<file path="config.mk">
export PLATFORM = sky130hd
export DESIGN_NAME = seg14_scroll_driver
export DESIGN_NICKNAME = d
export VERILOG_FILES = /design/src/rtl/seg14_pkg.sv /design/src/rtl/seg14_scroll_driver_font.sv /design/src/rtl/seg14_scroll_driver.sv
export SDC_FILE = /design/constraint.sdc
export NUM_CORES = 1
export LEC_CHECK = 0
export ABC_AREA = 1
export CAP_MARGIN = 20
export CORE_MARGIN = 4
export CORE_UTILIZATION = 55
export DETAILED_ROUTE_END_ITERATION = 8
export PLACE_DENSITY = 0.84
export REMOVE_ABC_BUFFERS = 1
export SLEW_MARGIN = 10
export SYNTH_ARGS = -nofsm -noshare
export SYNTH_HDL_FRONTEND = slang
export SYNTH_HIERARCHICAL = 1
export SYNTH_SLANG_ARGS = --single-unit
</file>
<file path="constraint.sdc">
create_clock -name clk -period 3.9 [get_ports clk]
set_clock_uncertainty 0.05 [all_clocks]
set_input_delay 0.39 -clock clk [delete_from_list [all_inputs] [get_ports clk]]
set_output_delay 0.39 -clock clk [all_outputs]
set_load 0.02 [all_outputs]
</file>
<file path="src/rtl/seg14_pkg.sv">
// seg14_pkg: shared types and constants for the 14-segment scroll driver.
// Character codes, segment pattern type and the blank pattern.
package seg14_pkg;

   typedef logic [13:0] seg14_t;
   typedef logic [5:0]  char_t;

   localparam seg14_t SEG_BLANK = 14'b0;

   localparam char_t CH_SPACE = 6'd0;
   localparam char_t CH_A     = 6'd1;
   localparam char_t CH_B     = 6'd2;
   localparam char_t CH_C     = 6'd3;
   localparam char_t CH_D     = 6'd4;
   localparam char_t CH_E     = 6'd5;
   localparam char_t CH_F     = 6'd6;
   localparam char_t CH_G     = 6'd7;
   localparam char_t CH_H     = 6'd8;
   localparam char_t CH_I     = 6'd9;
   localparam char_t CH_J     = 6'd10;
   localparam char_t CH_K     = 6'd11;
   localparam char_t CH_L     = 6'd12;
   localparam char_t CH_M     = 6'd13;
   localparam char_t CH_N     = 6'd14;
   localparam char_t CH_O     = 6'd15;
   localparam char_t CH_P     = 6'd16;
   localparam char_t CH_Q     = 6'd17;
   localparam char_t CH_R     = 6'd18;
   localparam char_t CH_S     = 6'd19;
   localparam char_t CH_T     = 6'd20;
   localparam char_t CH_U     = 6'd21;
   localparam char_t CH_V     = 6'd22;
   localparam char_t CH_W     = 6'd23;
   localparam char_t CH_X     = 6'd24;
   localparam char_t CH_Y     = 6'd25;
   localparam char_t CH_Z     = 6'd26;
   localparam char_t CH_0     = 6'd27;
   localparam char_t CH_1     = 6'd28;
   localparam char_t CH_2     = 6'd29;
   localparam char_t CH_3     = 6'd30;
   localparam char_t CH_4     = 6'd31;
   localparam char_t CH_5     = 6'd32;
   localparam char_t CH_6     = 6'd33;
   localparam char_t CH_7     = 6'd34;
   localparam char_t CH_8     = 6'd35;
   localparam char_t CH_9     = 6'd36;

endpackage

</file>
<file path="src/rtl/seg14_scroll_driver_font.sv">
// seg14_font: combinational character code to 14-segment pattern lookup.
// Bit order a,b,c,d,e,f,g1,g2,h,i,j,k,l,m from bit 13 down; unknown codes blank.
module seg14_font
   import seg14_pkg::*;
(
   input  logic [5:0] code_i,
   output seg14_t     seg_o
);

   // Font ROM; codes beyond the digits render blank.
   always_comb begin
      seg_o = SEG_BLANK;
      case (code_i)
         CH_SPACE: seg_o = SEG_BLANK;
         CH_A:     seg_o = 14'b11101111000000;
         CH_B:     seg_o = 14'b11110001010010;
         CH_C:     seg_o = 14'b10011100000000;
         CH_D:     seg_o = 14'b11110000010010;
         CH_E:     seg_o = 14'b10011110000000;
         CH_F:     seg_o = 14'b10001110000000;
         CH_G:     seg_o = 14'b10111101000000;
         CH_H:     seg_o = 14'b01101111000000;
         CH_I:     seg_o = 14'b10010000010010;
         CH_J:     seg_o = 14'b01111000000000;
         CH_K:     seg_o = 14'b00001110001100;
         CH_L:     seg_o = 14'b00011100000000;
         CH_M:     seg_o = 14'b01101100101000;
         CH_N:     seg_o = 14'b01101100100100;
         CH_O:     seg_o = 14'b11111100000000;
         CH_P:     seg_o = 14'b11001111000000;
         CH_Q:     seg_o = 14'b11111100000100;
         CH_R:     seg_o = 14'b11001111000100;
         CH_S:     seg_o = 14'b10110111000000;
         CH_T:     seg_o = 14'b10000000010010;
         CH_U:     seg_o = 14'b01111100000000;
         CH_V:     seg_o = 14'b00001100001001;
         CH_W:     seg_o = 14'b01101100000101;
         CH_X:     seg_o = 14'b00000000101101;
         CH_Y:     seg_o = 14'b00000000101010;
         CH_Z:     seg_o = 14'b10010000001001;
         CH_0:     seg_o = 14'b11111100001001;
         CH_1:     seg_o = 14'b01100000001000;
         CH_2:     seg_o = 14'b11011011000000;
         CH_3:     seg_o = 14'b11110001000000;
         CH_4:     seg_o = 14'b01100111000000;
         CH_5:     seg_o = 14'b10110111000000;
         CH_6:     seg_o = 14'b10111111000000;
         CH_7:     seg_o = 14'b11100000000000;
         CH_8:     seg_o = 14'b11111111000000;
         CH_9:     seg_o = 14'b11110111000000;
         default:  seg_o = SEG_BLANK;
      endcase
   end

endmodule

</file>
<file path="src/rtl/seg14_scroll_driver.sv">
// seg14_scroll_driver: multiplexed 14-segment scanner with message buffer and scroll.
// Define SEG14_BLANK_EN for a one-clock sel/segm blanking gap at each slot start.
module seg14_scroll_driver
   import seg14_pkg::*;
#(
   parameter int unsigned DIGITS        = 12,
   parameter int unsigned MSG_LEN       = 16,
   parameter int unsigned PRESCALE      = 4,
   parameter int unsigned SCROLL_FRAMES = 8
)
(
   input  logic                       clk,
   input  logic                       rst_n,
   input  logic                       wr_en,
   input  logic [$clog2(MSG_LEN)-1:0] wr_addr,
   input  logic [5:0]                 wr_char,
   input  logic                       scroll_en,
   output logic [DIGITS-1:0]          sel,
   output logic [13:0]                segm,
   output logic                       frame_tick
);

   localparam int unsigned AW  = $clog2(MSG_LEN);
   localparam int unsigned AW1 = AW + 1;
   localparam int unsigned PW  = $clog2(PRESCALE);
   localparam int unsigned DW  = (DIGITS > 1) ? $clog2(DIGITS) : 1;
   localparam int unsigned FW  = (SCROLL_FRAMES > 1) ? $clog2(SCROLL_FRAMES) : 1;

   localparam logic [PW-1:0]     PRE_LAST = PW'(PRESCALE - 1);
   localparam logic [DW-1:0]     DIG_LAST = DW'(DIGITS - 1);
   localparam logic [FW-1:0]     FRM_LAST = FW'(SCROLL_FRAMES - 1);
   localparam logic [AW-1:0]     OFF_LAST = AW'(MSG_LEN - 1);
   localparam logic [AW:0]       LEN_W    = AW1'(MSG_LEN);
   localparam logic [DIGITS-1:0] SEL_ONE  = DIGITS'(1);

   logic [PW-1:0]     pre_q, pre_d;
   logic [DW-1:0]     dig_q, dig_d;
   logic [FW-1:0]     frm_q, frm_d;
   logic [AW-1:0]     off_q, off_d;
   logic [5:0]        buf_q [MSG_LEN];
   logic [DIGITS-1:0] sel_q, sel_d;
   seg14_t            segm_q, segm_d;
   logic              tick_q, tick_d;

   logic              slot_tick;
   logic              frame_wrap;
   logic [AW:0]       sum_w;
   logic [AW-1:0]     rd_idx;
   logic [5:0]        cur_char;
   seg14_t            cur_seg;

   assign slot_tick  = (pre_q == PRE_LAST);
   assign frame_wrap = slot_tick && (dig_q == DIG_LAST);

   // Buffer position shown on the current digit: (offset + digit) mod MSG_LEN.
   assign sum_w    = {1'b0, off_q} + AW1'(dig_q);
   assign rd_idx   = (sum_w >= LEN_W) ? AW'(sum_w - LEN_W) : sum_w[AW-1:0];
   assign cur_char = buf_q[rd_idx];

   seg14_font u_font (
      .code_i (cur_char),
      .seg_o  (cur_seg)
   );

   // Prescaler, digit scan, frame counter and scroll offset next state.
   always_comb begin
      pre_d  = slot_tick ? '0 : pre_q + 1'b1;
      dig_d  = dig_q;
      frm_d  = frm_q;
      off_d  = off_q;
      tick_d = frame_wrap;
      if (slot_tick) begin
         dig_d = (dig_q == DIG_LAST) ? '0 : dig_q + 1'b1;
      end
      if (frame_wrap && scroll_en) begin
         if (frm_q == FRM_LAST) begin
            frm_d = '0;
            off_d = (off_q == OFF_LAST) ? '0 : off_q + 1'b1;
         end else begin
            frm_d = frm_q + 1'b1;
         end
      end
   end

   // Output registers load once per slot so mid-slot writes never disturb them.
   always_comb begin
      sel_d  = sel_q;
      segm_d = segm_q;
`ifdef SEG14_BLANK_EN
      if (pre_q == '0) begin
         sel_d  = '0;
         segm_d = SEG_BLANK;
      end else if (pre_q == PW'(1)) begin
         sel_d  = SEL_ONE << dig_q;
         segm_d = cur_seg;
      end
`else
      if (pre_q == '0) begin
         sel_d  = SEL_ONE << dig_q;
         segm_d = cur_seg;
      end
`endif
   end

   // Timing, scroll and output state registers.
   always_ff @(posedge clk or negedge rst_n) begin
      if (!rst_n) begin
         pre_q  <= '0;
         dig_q  <= '0;
         frm_q  <= '0;
         off_q  <= '0;
         sel_q  <= '0;
         segm_q <= SEG_BLANK;
         tick_q <= 1'b0;
      end else begin
         pre_q  <= pre_d;
         dig_q  <= dig_d;
         frm_q  <= frm_d;
         off_q  <= off_d;
         sel_q  <= sel_d;
         segm_q <= segm_d;
         tick_q <= tick_d;
      end
   end

   // Message buffer; writes past the end of the buffer are dropped.
   always_ff @(posedge clk or negedge rst_n) begin
      if (!rst_n) begin
         for (int i = 0; i < int'(MSG_LEN); i++) begin
            buf_q[i] <= CH_SPACE;
         end
      end else if (wr_en && ({1'b0, wr_addr} < LEN_W)) begin
         buf_q[wr_addr] <= wr_char;
      end
   end

   assign sel        = sel_q;
   assign segm       = segm_q;
   assign frame_tick = tick_q;

endmodule

</file>
==> metrics.cfg <==
[routing]
wl_mm=17.5
drcViolationCount=0
vias_per_cell=5.29
dr_total_vias=6516
first_pass_iters=5
antenna_left=0
first_iter_violations=667
wl_per_cell_um=14.2

[floorplan]
die_w_um=124
rows=42
core_um2=13200
pin_count=41
initial_core_util_pct=56.3
die_y_um=124
die_area_um2=15500

[setup_path]
cp_common_cell=nand2_1
end_kind=flop
required_ns=4.16
arrival_ns=3.61
crit_fanout=24
path_buf_inv=4
crit_slowest_cell=fa_1
cp_cell_sequence=ha_1, fa_1, inv_1, buf_4, nand3_1, nand2_1, nand2_1, nand2_1, nand2_1, nand2_1, inv_1, ha_1, inv_1, nand2_1, nand2_1, nand2_1, nand3_1, nand2_1, nand2_1, nand2_1, nand2_1
worstSetupPathType=flop to flop
path_delay_family=simple AND/OR/NAND/NOR gates
crit_path_start_kind=flop
cpPeakStageDelay_ns=0.46

[power_and_ir_drop]
p_leak_nw=4.44
swShare_pct=30.3
pwr-share-seq_pct=40.2
clkPwrFrac_pct=36.4
internal_power_mw=3.13
netSwitchingPower_mw=1.36
ir_drop_mv=0.319
combPwrFrac_pct=23.4
power_density_nw_per_um2=529

[sta]
setup_viol_count_final=0
tightest_slew_ns=0.819
post-route-min-period_ns=3.35
drv_slew=0
fin_tns_setup_ns=0
finalCritPeriodShare_pct=86.0
finalHoldViolCount=0
rsz0062_at_grt=no
relSlewSlack_pct=45.1
fmaxAchievable_ghz=0.298
whs_ns=0.374

[yosys]
netlist_area_um2=7460
synth.distinct_cells=37
synth_cells=1021
synth_ff_type=dfrtp_1
synth_warnings=6
ys_ff_latch=136
async_flop_share_pct=100
ys_seq_area_share_pct=45.6
synth-edff-count=0
syn_avg_cell_area_um2=7.31

[global_route]
grt_pass1_wl_mm=30.2
grt_overflow=0
grt_pass1_vias=6158
grt_antenna_before_repair=0
grt_usage_pct=23.5
grt_start_max_net_pins=118

[cells_and_area]
nNetsFinal=1077
fin_util_pct=64.2
regArea_um2=3400
multi_input_area_um2=3230
area_delta_synth_final_pct=13.9
drive_gt1_share_pct=6.07
diodes=0
final_cell_area_um2=8500
nFillCells=1127

[clock_tree]
cts.sinks=136
postCtsSetupRepairBufs=0
clock_latency_ns=0.42
path_clk_slew_ns=0.06
cts-root-buf=clkbuf_16
htreeDepth=4
cts.path.max_buffers=2
post_cts_resized=0
hold_buffers=0
tritoncts=yes
cts_buffers=17

[placed_design]
placed_area_um2=7860
port_buffers=40
dpl.hpwl_mm=11.4
routabilityCongestion=0.927

[job]
maxCapViolations=0

[hold_path]
min_path_type=primary input to async pin

[run_status]
status=finished clean

-- power groups by stage --
stage | clock network [mW] | registers (mW) | logic (mW)
after CTS | 1.65 | 1.81 | 1.04
after detailed placement | 0 | 1.83 | 1.03
after global placement | 0 | 1.82 | 1.02
after floorplan | 0 | 1.87 | 0.629
after global routing | 1.73 | 1.84 | 1.20
final | 1.64 | 1.81 | 1.05
-- per-layer routing --
metal	vias up	share of wire [%]	routed length (µm)	global-route usage [%]
met5	-	0	0	0
met4	0	2.9	510	9.48
met3	43	6.7	1170	4.55
met2	233	47	8140	37.0
met1	3031	44	7620	32.0
li1	3209	-	-	-
-- state kept, by name (all words and copies together) (netlist names) --
signal / cells
buf_q: 96
segm: 14
sel: 12
dig_q: 4
off_q: 4
frm_q: 3
pre_q: 2
frame_tick: 1
-- worst paths after layout --
kind / from / to / slack (ns) / depth (start not counted)
worst max-delay path: dig_q[0] / segm[11] / 0.55 / 21
worst min-delay path: rst_n / segm[3] / 0.37 / 2
worst max register to register: dig_q[0] / segm[11] / 0.55 / 21
worst min register to register: segm[10] / segm[10] / 0.42 / 2
max in group asynchronous: rst_n / buf_q[76] / 2.43 / 4
min in group clk: segm[10] / segm[10] / 0.42 / 2
-- synth_stat cells, types with 2 or more instances --
cell	number	area, µm²
nand2_1	414	1550
dfrtp_1	136	3400
inv_1	132	495
o21ai_0	92	460
nand3_1	89	445
buf_2	22	110
ha_1	20	250
o21ai_1	19	95.1
nor2_1	18	67.6
clkbuf_1	12	45.0
a21oi_1	10	50.1
buf_6	8	90.1
buf_4	7	52.6
inv_2	6	22.5
o21ai_2	6	52.6
nand4_1	4	25.0
xnor2_1	3	26.3
nor2_2	2	12.5
nor3_1	2	10.0
nor3_4	2	32.5
-- placed cells by master, fill, tap and decap left out, drive strengths merged --
cell type      synthesis  layout
clkinvlp               0       1
clkdlybuf4s50          0      39
o22ai                  1       1
a21boi                 1       1
nand3                 91      91
fa                     1       1
buf                   38      12
clkinv                 1       4
nor4                   2       2
inv                  138     138
a211oi                 1       1
nor2                  21      21
nand4                  4       4
or2                    1       1
xnor2                  3       3
dfrtp                136     136
nor3                   5       5
o21a                   1       1
o211ai                 1       1
ha                    20      20
bufinv                 0       3
nand2                416     416
a21oi                 10      10
dlygate4sd3            0       1
clkbuf                12      25
o21ai                117     117
-- metrics by stage --
| step | worst slack (ns) | total power [mW] | instances |
|---|---|---|---|
| after global routing | 0.197 | 4.77 | 1231 |
| after floorplan | 0.189 | 2.49 | 971 |
| final | 0.545 | 4.49 | 1231 |
| after global placement | 0.681 | 2.84 | 1197 |
| after CTS | 0.565 | 4.50 | 1229 |
| after detailed placement | 0.582 | 2.86 | 1197 |
-- cells by family after synthesis --
family | synth area share (%)
buffers and inverters | 11.0
xor gates and xnor gates | 0.352
and+or+nand+nor | 30.0
adders and majority gates | 3.62
DFF | 45.6
AOI/OAI and AO/OA | 9.37
-- area by class of cell --
type                            count  share of cell area, %
Inverter                          139                   6.14
Clock buffer                       25                   5.71
Clock inverter                      7                   1.37
Timing Repair Buffer               52                   6.05
Sequential cell                   136                   40.1
Tap cell                          176                   2.59
Multi-Input combinational cell    696                   38.1
(Power assumes the default switching activity.)
